<file path="src/rtl/universal_shift_register.sv">
// Universal shift register: parallel load, five shift/rotate modes with carry-out,
// and a built-in sequencer that runs a programmed number of steps after one start strobe.
module universal_shift_register #(
    parameter int WORD_LENGTH = 8,
    parameter int COUNT_WIDTH = 4
) (
    input  logic                   clk,
    input  logic                   reset,
    input  logic [WORD_LENGTH-1:0] D,
    input  logic                   load,
    input  logic                   shift,
    input  logic                   start,
    input  logic [2:0]             mode,
    input  logic [COUNT_WIDTH-1:0] count,
    input  logic                   serial_in,
    output logic [WORD_LENGTH-1:0] Q,
    output logic                   carry_out,
    output logic                   busy,
    output logic                   done
);

    typedef enum logic {
        IDLE,
        RUN
    } state_t;

    localparam logic [2:0] MODE_SHL  = 3'd0;
    localparam logic [2:0] MODE_SHR  = 3'd1;
    localparam logic [2:0] MODE_ASR  = 3'd2;
    localparam logic [2:0] MODE_ROL  = 3'd3;
    localparam logic [2:0] MODE_ROR  = 3'd4;

    state_t                   state, state_next;
    logic [2:0]               mode_r, mode_r_next, step_mode;
    logic [COUNT_WIDTH-1:0]   remaining, remaining_next;
    logic [WORD_LENGTH-1:0]   q_next, step_q;
    logic                     carry_next, step_carry;
    logic                     busy_next, done_next;

    // A run uses the mode captured at start; single steps in IDLE use the live input.
    assign step_mode = (state == RUN) ? mode_r : mode;

    // One shift step; reserved modes leave both Q and carry_out untouched.
    always_comb begin
        // NOTE: every combinational output gets a default first so no path infers a latch.
        step_q     = Q;
        step_carry = carry_out;
        case (step_mode)
            MODE_SHL: begin
                step_q     = {Q[WORD_LENGTH-2:0], serial_in};
                step_carry = Q[WORD_LENGTH-1];
            end
            MODE_SHR: begin
                step_q     = {serial_in, Q[WORD_LENGTH-1:1]};
                step_carry = Q[0];
            end
            MODE_ASR: begin
                step_q     = {Q[WORD_LENGTH-1], Q[WORD_LENGTH-1:1]};
                step_carry = Q[0];
            end
            MODE_ROL: begin
                step_q     = {Q[WORD_LENGTH-2:0], Q[WORD_LENGTH-1]};
                step_carry = Q[WORD_LENGTH-1];
            end
            MODE_ROR: begin
                step_q     = {Q[0], Q[WORD_LENGTH-1:1]};
                step_carry = Q[0];
            end
            default: ;
        endcase
    end

    always_comb begin
        state_next     = state;
        q_next         = Q;
        carry_next     = carry_out;
        mode_r_next    = mode_r;
        remaining_next = remaining;
        busy_next      = busy;
        done_next      = 1'b0;
        case (state)
            IDLE: begin
                if (load) begin
                    q_next = D;
                end else if (start) begin
                    if (count != '0) begin
                        mode_r_next    = mode;
                        remaining_next = count;
                        busy_next      = 1'b1;
                        state_next     = RUN;
                    end else begin
                        done_next = 1'b1;
                    end
                end else if (shift) begin
                    q_next     = step_q;
                    carry_next = step_carry;
                end
            end
            RUN: begin
                // Control inputs are deliberately ignored until the run finishes.
                q_next         = step_q;
                carry_next     = step_carry;
                remaining_next = remaining - COUNT_WIDTH'(1);
                if (remaining == COUNT_WIDTH'(1)) begin
                    busy_next  = 1'b0;
                    done_next  = 1'b1;
                    state_next = IDLE;
                end
            end
            default: state_next = IDLE;
        endcase
    end

    // NOTE: sequential state uses non-blocking assignments so all registers update together.
    always_ff @(posedge clk or negedge reset) begin
        if (!reset) begin
            state     <= IDLE;
            Q         <= '0;
            carry_out <= 1'b0;
            mode_r    <= '0;
            remaining <= '0;
            busy      <= 1'b0;
            done      <= 1'b0;
        end else begin
            state     <= state_next;
            Q         <= q_next;
            carry_out <= carry_next;
            mode_r    <= mode_r_next;
            remaining <= remaining_next;
            busy      <= busy_next;
            done      <= done_next;
        end
    end

endmodule

</file>
<file path="config.mk">
export PLATFORM = sky130hd
export DESIGN_NAME = universal_shift_register
export DESIGN_NICKNAME = d
export VERILOG_FILES = /design/src/rtl/universal_shift_register.sv
export SDC_FILE = /design/constraint.sdc
export NUM_CORES = 1
export LEC_CHECK = 0
export CAP_MARGIN = 40
export CORE_MARGIN = 10
export CORE_UTILIZATION = 30
export CTS_CLUSTER_DIAMETER = 30
export CTS_CLUSTER_SIZE = 28
export DETAILED_ROUTE_END_ITERATION = 8
export SLEW_MARGIN = 15
export SYNTH_ARGS = -nofsm -noshare
export SYNTH_HDL_FRONTEND = slang
export SYNTH_SLANG_ARGS = --single-unit
</file>
<file path="constraint.sdc">
create_clock -name clk -period 1.72 [get_ports clk]
set_input_delay 0.258 -clock clk [delete_from_list [all_inputs] [get_ports clk]]
set_output_delay 0.258 -clock clk [all_outputs]
set_load 0.02 [all_outputs]
</file>
==> results.ini, run 1 <==
[yosys]
synth_xor_area_share_pct = 4.20
syn-num-nets = 209
synth_simple_gate_area_share_pct = 21.3
ys_ff_latch = 19
yosysTopAreaCellShare_pct = 28.5
synth_fa_ha_area_share_pct = 1.50
synth_enable_flop_cells = 0
ys_seq_area_share_pct = 28.5
synth_top_family_by_area = compound AO/OA/AOI/OAI gates
synth_top_cell_by_area = dfrtp_1
synth.distinct_cells = 52
synth_flop_cell = dfrtp_1
syn_area_um2 = 1670
async_flop_share_pct = 100
avgSynthCellArea_um2 = 8.96
postSynthCellCount = 186
synth_warnings = 0
synthTopCellsByArea = dfrtp_1 (29%), mux2i_1 (9.0%), o221ai_1 (4.2%)
synth.mux.area_fraction_pct = 13.1
synth_compound_area_share_pct = 25.3

[cells_and_area]
final_layout_size_suffix_gt1_share_pct = 23.5
antenna_cells = 0
post-route-util_pct = 43.2
finalNetCount = 267
final_common_cell = buf_4
fillers = 552
syn_to_final_growth_pct = 40.9
final_cell_mix = buf_4 (34), clkdlybuf4s50_1 (27), dfrtp_1 (18)
stdcell_count = 315

[worst_setup_path]
worstSetupPathType = input pin to flop
critical_path.startpoint = mode[0]
slowest_stage = or4b_4
worst_ep_arrival_time_ns = 1.83
cp_cell_sequence = clkdlybuf4s50_1, buf_6, or4b_4, a21oi_2, a2111oi_1, o221ai_1
worstReg2RegStart = state
path_max_fanout = 8
cpLargestDelayFamily = buffers and inverters
endpoint_kind = flop
slowest_delay_ns = 0.51
reg2reg_to = Q[6]
cp.required_ns = 1.89
path_depth = 6
crit_path_start_kind = input pin
endpoint = Q[6]
critPathBufInv = 2
r2r_slack_ns = 0.07
r2r_cells = 5

[cts]
cts_sinks = 19
clock_path_buffers = 2
cts_hold_buf = 0
htreeDepth = 1
path_clk_slew_ns = 0.08
cts_buffers = 3
insertion_delay_ns = 0.26
root_buffer = clkbuf_8
cts_tree = built

[detailed_routing]
vias = 1676
drc_errors = 0
drt_iter0_markers = 101
via_per_inst = 5.32
wl_per_cell_um = 15.7
wl_um = 4940
first_pass_iters = 4
ant_nets = 0

[placed_design]
hpwl_um = 3780
globalplace.congestion = 0.867
place_inst = 311
io_buffers = 31

[power_and_ir_drop]
ir_worst_vdd_mv = 0.613
total_power_uw = 4000
powerDensity_nw_per_um2 = 1700
cellLeakagePower_uw = 0.00101

[die]
start_util_pct = 30.6
die_area_um2 = 8940
pin_count = 32
die_w_um = 94.5
std_cell_rows = 27
coreArea_um2 = 5440
die_height_um = 94.5

[hold_path]
hold_path.class = input pin to asynchronous set/reset pin

[status]
status = finished, final reports clean

[timing]
final-setup-viol-count = 0
period_share_pct = 96.4
skew_ns = 0.00286
hold_viol_final = 0
fin_crit_ns = 1.66
worstMarginPinSlew_ns = 0.366
slew_violations = 0
slew-limit-headroom_pct = 75.6
max_freq_mhz = 603
grt_setup_unrepaired = true
tns_ns = 0

[global_route]
grt_pass1_vias = 1674
antenna_found_initial = 0
grt_overflow_total = 0
grt_usage_pct = 11.3
grt_max_degree = 20
grt_pass1_wl_um = 8200

[run]
max_cap_violations = 0

report_power, final:
group / switching, uW / internal (uW)
logic: 1280 / 1380
registers: 324 / 683
clock network: 169 / 162
total: 1780 / 2230
cell usage after synthesis (2+ instances only):
master	n
ha_1	2
a22oi_1	4
nand2_1	9
nand4b_1	4
and2_1	4
o22ai_1	2
nor2b_1	2
nand2b_1	2
xnor2_1	6
clkbuf_1	2
o221ai_1	8
a21oi_1	9
and3b_1	3
nor2_1	11
nor3b_1	5
xor2_1	2
mux2_2	5
a2111oi_1	4
o21ai_0	10
and3_1	4
buf_2	9
nor3_1	3
a21o_1	5
o21ba_2	2
dfrtp_1	19
o2111ai_1	2
o211ai_1	2
inv_1	7
a21boi_1	2
mux2i_1	15
layout make-up:
class | instances | area, um^2 | share of cell area (%)
clock buffer | 3 | 41.3 | 1.76
clock inverter | 1 | 5.00 | 0.213
inverter | 7 | 26.3 | 1.12
multi-input combinational | 146 | 1110 | 47.1
sequential | 19 | 477 | 20.3
tap | 72 | 90.1 | 3.84
timing repair buffer | 67 | 603 | 25.7
metrics by stage:
step           area (um^2)  hold slack (ns)  setup WS [ns]
6_report              2350            0.336         0.0623
2_1_floorplan         1670          -0.0376          0.224
4_1_cts               2320            0.340         0.0296
3_5_place_dp          2270            0.527         -0.279
3_3_place_gp          2270            0.496         -0.223
5_1_grt               2350            0.371       0.000247
layer usage:
layer | vias up | part of all wire, % | GRT usage, % | wire [um]
met3 | 6 | 5.1 | 2.30 | 252
met4 | 0 | 0.97 | 3.37 | 48
met1 | 799 | 47 | 14.4 | 2300
met2 | 44 | 47 | 18.6 | 2330
met5 | - | 0 | 0 | 0
li1 | 827 | - | - | -
flip-flops by register name, indices dropped and copies added (netlist names):
name       cells
done           1
remaining      4
mode_r         3
Q              8
state          1
carry_out      1
busy           1
worst min path at each step:
stage	startpoint	end	slack [ns]	depth (start not counted)
2_1_floorplan	reset	Q[0]	-0.04	0
3_3_place_gp	busy	busy	0.50	2
3_5_place_dp	busy	busy	0.53	2
4_1_cts	reset	remaining[1]	0.34	2
5_1_grt	reset	remaining[1]	0.37	2
6_report	reset	remaining[0]	0.34	2
cell families after synthesis:
| logic type | after synthesis |
|---|---|
| AO/OA/AOI/OAI | 58 |
| AND/OR/NAND/NOR | 57 |
| buffers and inverters | 21 |
| adder cells (fa/ha/maj) | 2 |
| multiplexers | 21 |
| XOR/XNOR | 8 |
| flip-flops | 19 |
timing repair:
item,in CTS,in global routing
setup buffers,0,0
resized for setup,2,10
pin swaps,0,4
endpoints found under the setup margin,3,5
No activity file was read; power rests on OpenSTA's default activity.
==> run 2: changes to the inputs <==
Settings changed: CTS_BUF_LIST set to sky130_fd_sc_hd__clkbuf_8.
==> results of run 2 <==
Same layout as run 1: the final DEF is identical, and so are final timing and power.
==> run 3: changes to the inputs <==
Settings changed: SLEW_MARGIN 15 to 40.
Clock period 1.72 ns to 1.9 ns, I/O delays scaled along.
==> run 3 against run 2 <==
Compared with the run above: clock-buffer cell count is the same; sequential share of layout area grew 0.90 points; power shrank 12%; critical path type unchanged.
==> results.ini, run 3 (synthesis results as in run 1) <==
[status]
status = finished, final reports clean

[timing]
hold_viol_final = 0  ; unchanged
max_freq_mhz = 568
period_share_pct = 92.6
slew-limit-headroom_pct = 72.4  ; -3.1 points
worstMarginPinSlew_ns = 0.402  ; +0.0354 ns
final-setup-viol-count = 0  ; unchanged
fin_crit_ns = 1.76
finalWorstSetupSlack_ns = 0.140  ; +0.0780 ns
slew_violations = 0  ; unchanged
skew_ns = 0.00494  ; +0.00208 ns
grt_setup_unrepaired = false

[global_route]
grt_usage_pct = 11.1  ; -0.14 points
grt_pass1_wl_um = 8110  ; -1.1%
antenna_found_initial = 0  ; unchanged
grt_pass1_vias = 1564  ; -6.6%
grt_max_degree = 31  ; +55%
grt_overflow_total = 0  ; unchanged

[cells_and_area]
design_area_um2 = 2240  ; -4.5%
antenna_cells = 0  ; unchanged
largest_reg_flops = 8  ; unchanged
top_register = Q
top_regs = Q (8), remaining (4), mode_r (3)
fillers = 567  ; +2.7%
finalNetCount = 255  ; -4.5%
final_cell_mix = clkdlybuf4s50_1 (31), buf_4 (22), dfrtp_1 (19)
syn_to_final_growth_pct = 34.6
final_common_cell = clkdlybuf4s50_1
final_layout_size_suffix_gt1_share_pct = 17.3  ; -6.1 points

[placed_design]
hpwl_um = 3730  ; -1.4%
io_buffers = 31  ; unchanged
globalplace.congestion = 0.855  ; -1.5%
place_area_um2 = 2200  ; -3.4%
pre_cts_ws_ns = -0.119  ; +0.160 ns

[detailed_routing]
wl_um = 4870  ; -1.4%
ant_nets = 0  ; unchanged
first_pass_iters = 4  ; unchanged
wl_per_cell_um = 16.1  ; +2.5%
via_per_inst = 5.32  ; about the same
drt_iter0_markers = 163  ; +61%
vias = 1612  ; -3.8%
drc_errors = 0  ; unchanged

[hold_path]
hold_path.class = input pin to asynchronous set/reset pin

[worst_setup_path]
worstReg2RegStart = mode_r[2]
critPathBufInv = 1  ; -1
path_depth = 5  ; -1
cpLargestDelayFamily = compound AO/OA/AOI/OAI gates
worstSetupPathType = input pin to flop
worst_ep_arrival_time_ns = 1.89  ; +0.06 ns
reg2reg_to = Q[0]
crit_path_start_kind = input pin
slowest_delay_ns = 0.46  ; -0.05 ns
r2r_cells = 5  ; unchanged
critical_path.startpoint = mode[0]
path_max_fanout = 6  ; -2
cp.required_ns = 2.03  ; +0.14 ns
r2r_slack_ns = 0.23  ; +0.16 ns
cp_cell_sequence = clkdlybuf4s50_1, o21ai_0, o22ai_2, a2111oi_1, o221ai_1
slowest_stage = a2111oi_1
endpoint_kind = flop

[run]
max_cap_violations = 0  ; unchanged

[power_and_ir_drop]
powerDensity_nw_per_um2 = 1560  ; -8.4%
cellLeakagePower_uw = 0.000919  ; -8.7%
ir_worst_vdd_mv = 0.687  ; +12%
total_power_uw = 3500  ; -12%

[cts]
insertion_delay_ns = 0.26  ; about the same
htreeDepth = 1  ; unchanged
cts_sinks = 19  ; unchanged
cts_tree = built
post_cts_buffers = 0  ; unchanged
cts_buffers = 3  ; unchanged
cts_resized = 0  ; -2
cts_hold_buf = 0  ; unchanged
root_buffer = clkbuf_8
path_clk_slew_ns = 0.08  ; about the same
clock_path_buffers = 2  ; unchanged

[die]
coreArea_um2 = 5440  ; unchanged
start_util_pct = 30.6  ; unchanged
pin_count = 32  ; unchanged
die_height_um = 94.5  ; unchanged
die_w_um = 94.5  ; unchanged
die_area_um2 = 8940  ; unchanged
std_cell_rows = 27  ; unchanged

-- run 3: cell count changes in the layout (fill, tap and decap cells not counted), sizes merged --
cell           before  now
clkdlybuf4s50      27   31
dlygate4sd2         1    0
buf                36   24
dlymetal6s2s        3    0
-- run 3: worst max-delay path by stage --
stage / end / slack [ns]
floorplan: Q[2] / 0.40
global placement: Q[2] / -0.04
detailed placement: Q[2] / -0.12
CTS: Q[0] / 0.13
global route: Q[6] / 0.03
finish: Q[1] / 0.14
-- run 3: layout make-up --
type / instances / area [um^2] / area share, %
Sequential cell: 19 / 475 / 21.2
Multi-Input combinational cell: 146 / 1090 / 48.6
Inverter: 7 / 26.3 / 1.17
Clock inverter: 1 / 5.00 / 0.223
Timing Repair Buffer: 55 / 515 / 23.0
Clock buffer: 3 / 41.3 / 1.84
Tap cell: 72 / 90.1 / 4.02
-- run 3: metal layers --
layer	track usage, %	vias up	part of all wire (%)
li1	-	794	-
met1	15.3	779	47
met2	17.1	35	47
met3	2.46	4	5.5
met4	2.99	0	0.70
met5	0	-	0
-- run 3: report_power, final --
part	total (uW)	switching (uW)	internal [uW]	leakage, uW
combinational	2280	1110	1160	0.000669
sequential	931	316	615	0.000225
clock	294	148	146	0.0000255
total	3500	1580	1930	0.000919
-- run 3: metrics by stage --
stage	util (%)	hold slack [ns]	instances	setup TNS (ns)
6_report	41.2	0.356	303	0
3_3_place_gp	40.4	0.491	299	-0.130
4_1_cts	41.2	0.359	303	0
5_1_grt	41.2	0.397	303	0
3_5_place_dp	40.4	0.526	299	-0.510
2_1_floorplan	-	-0.0106	186	0
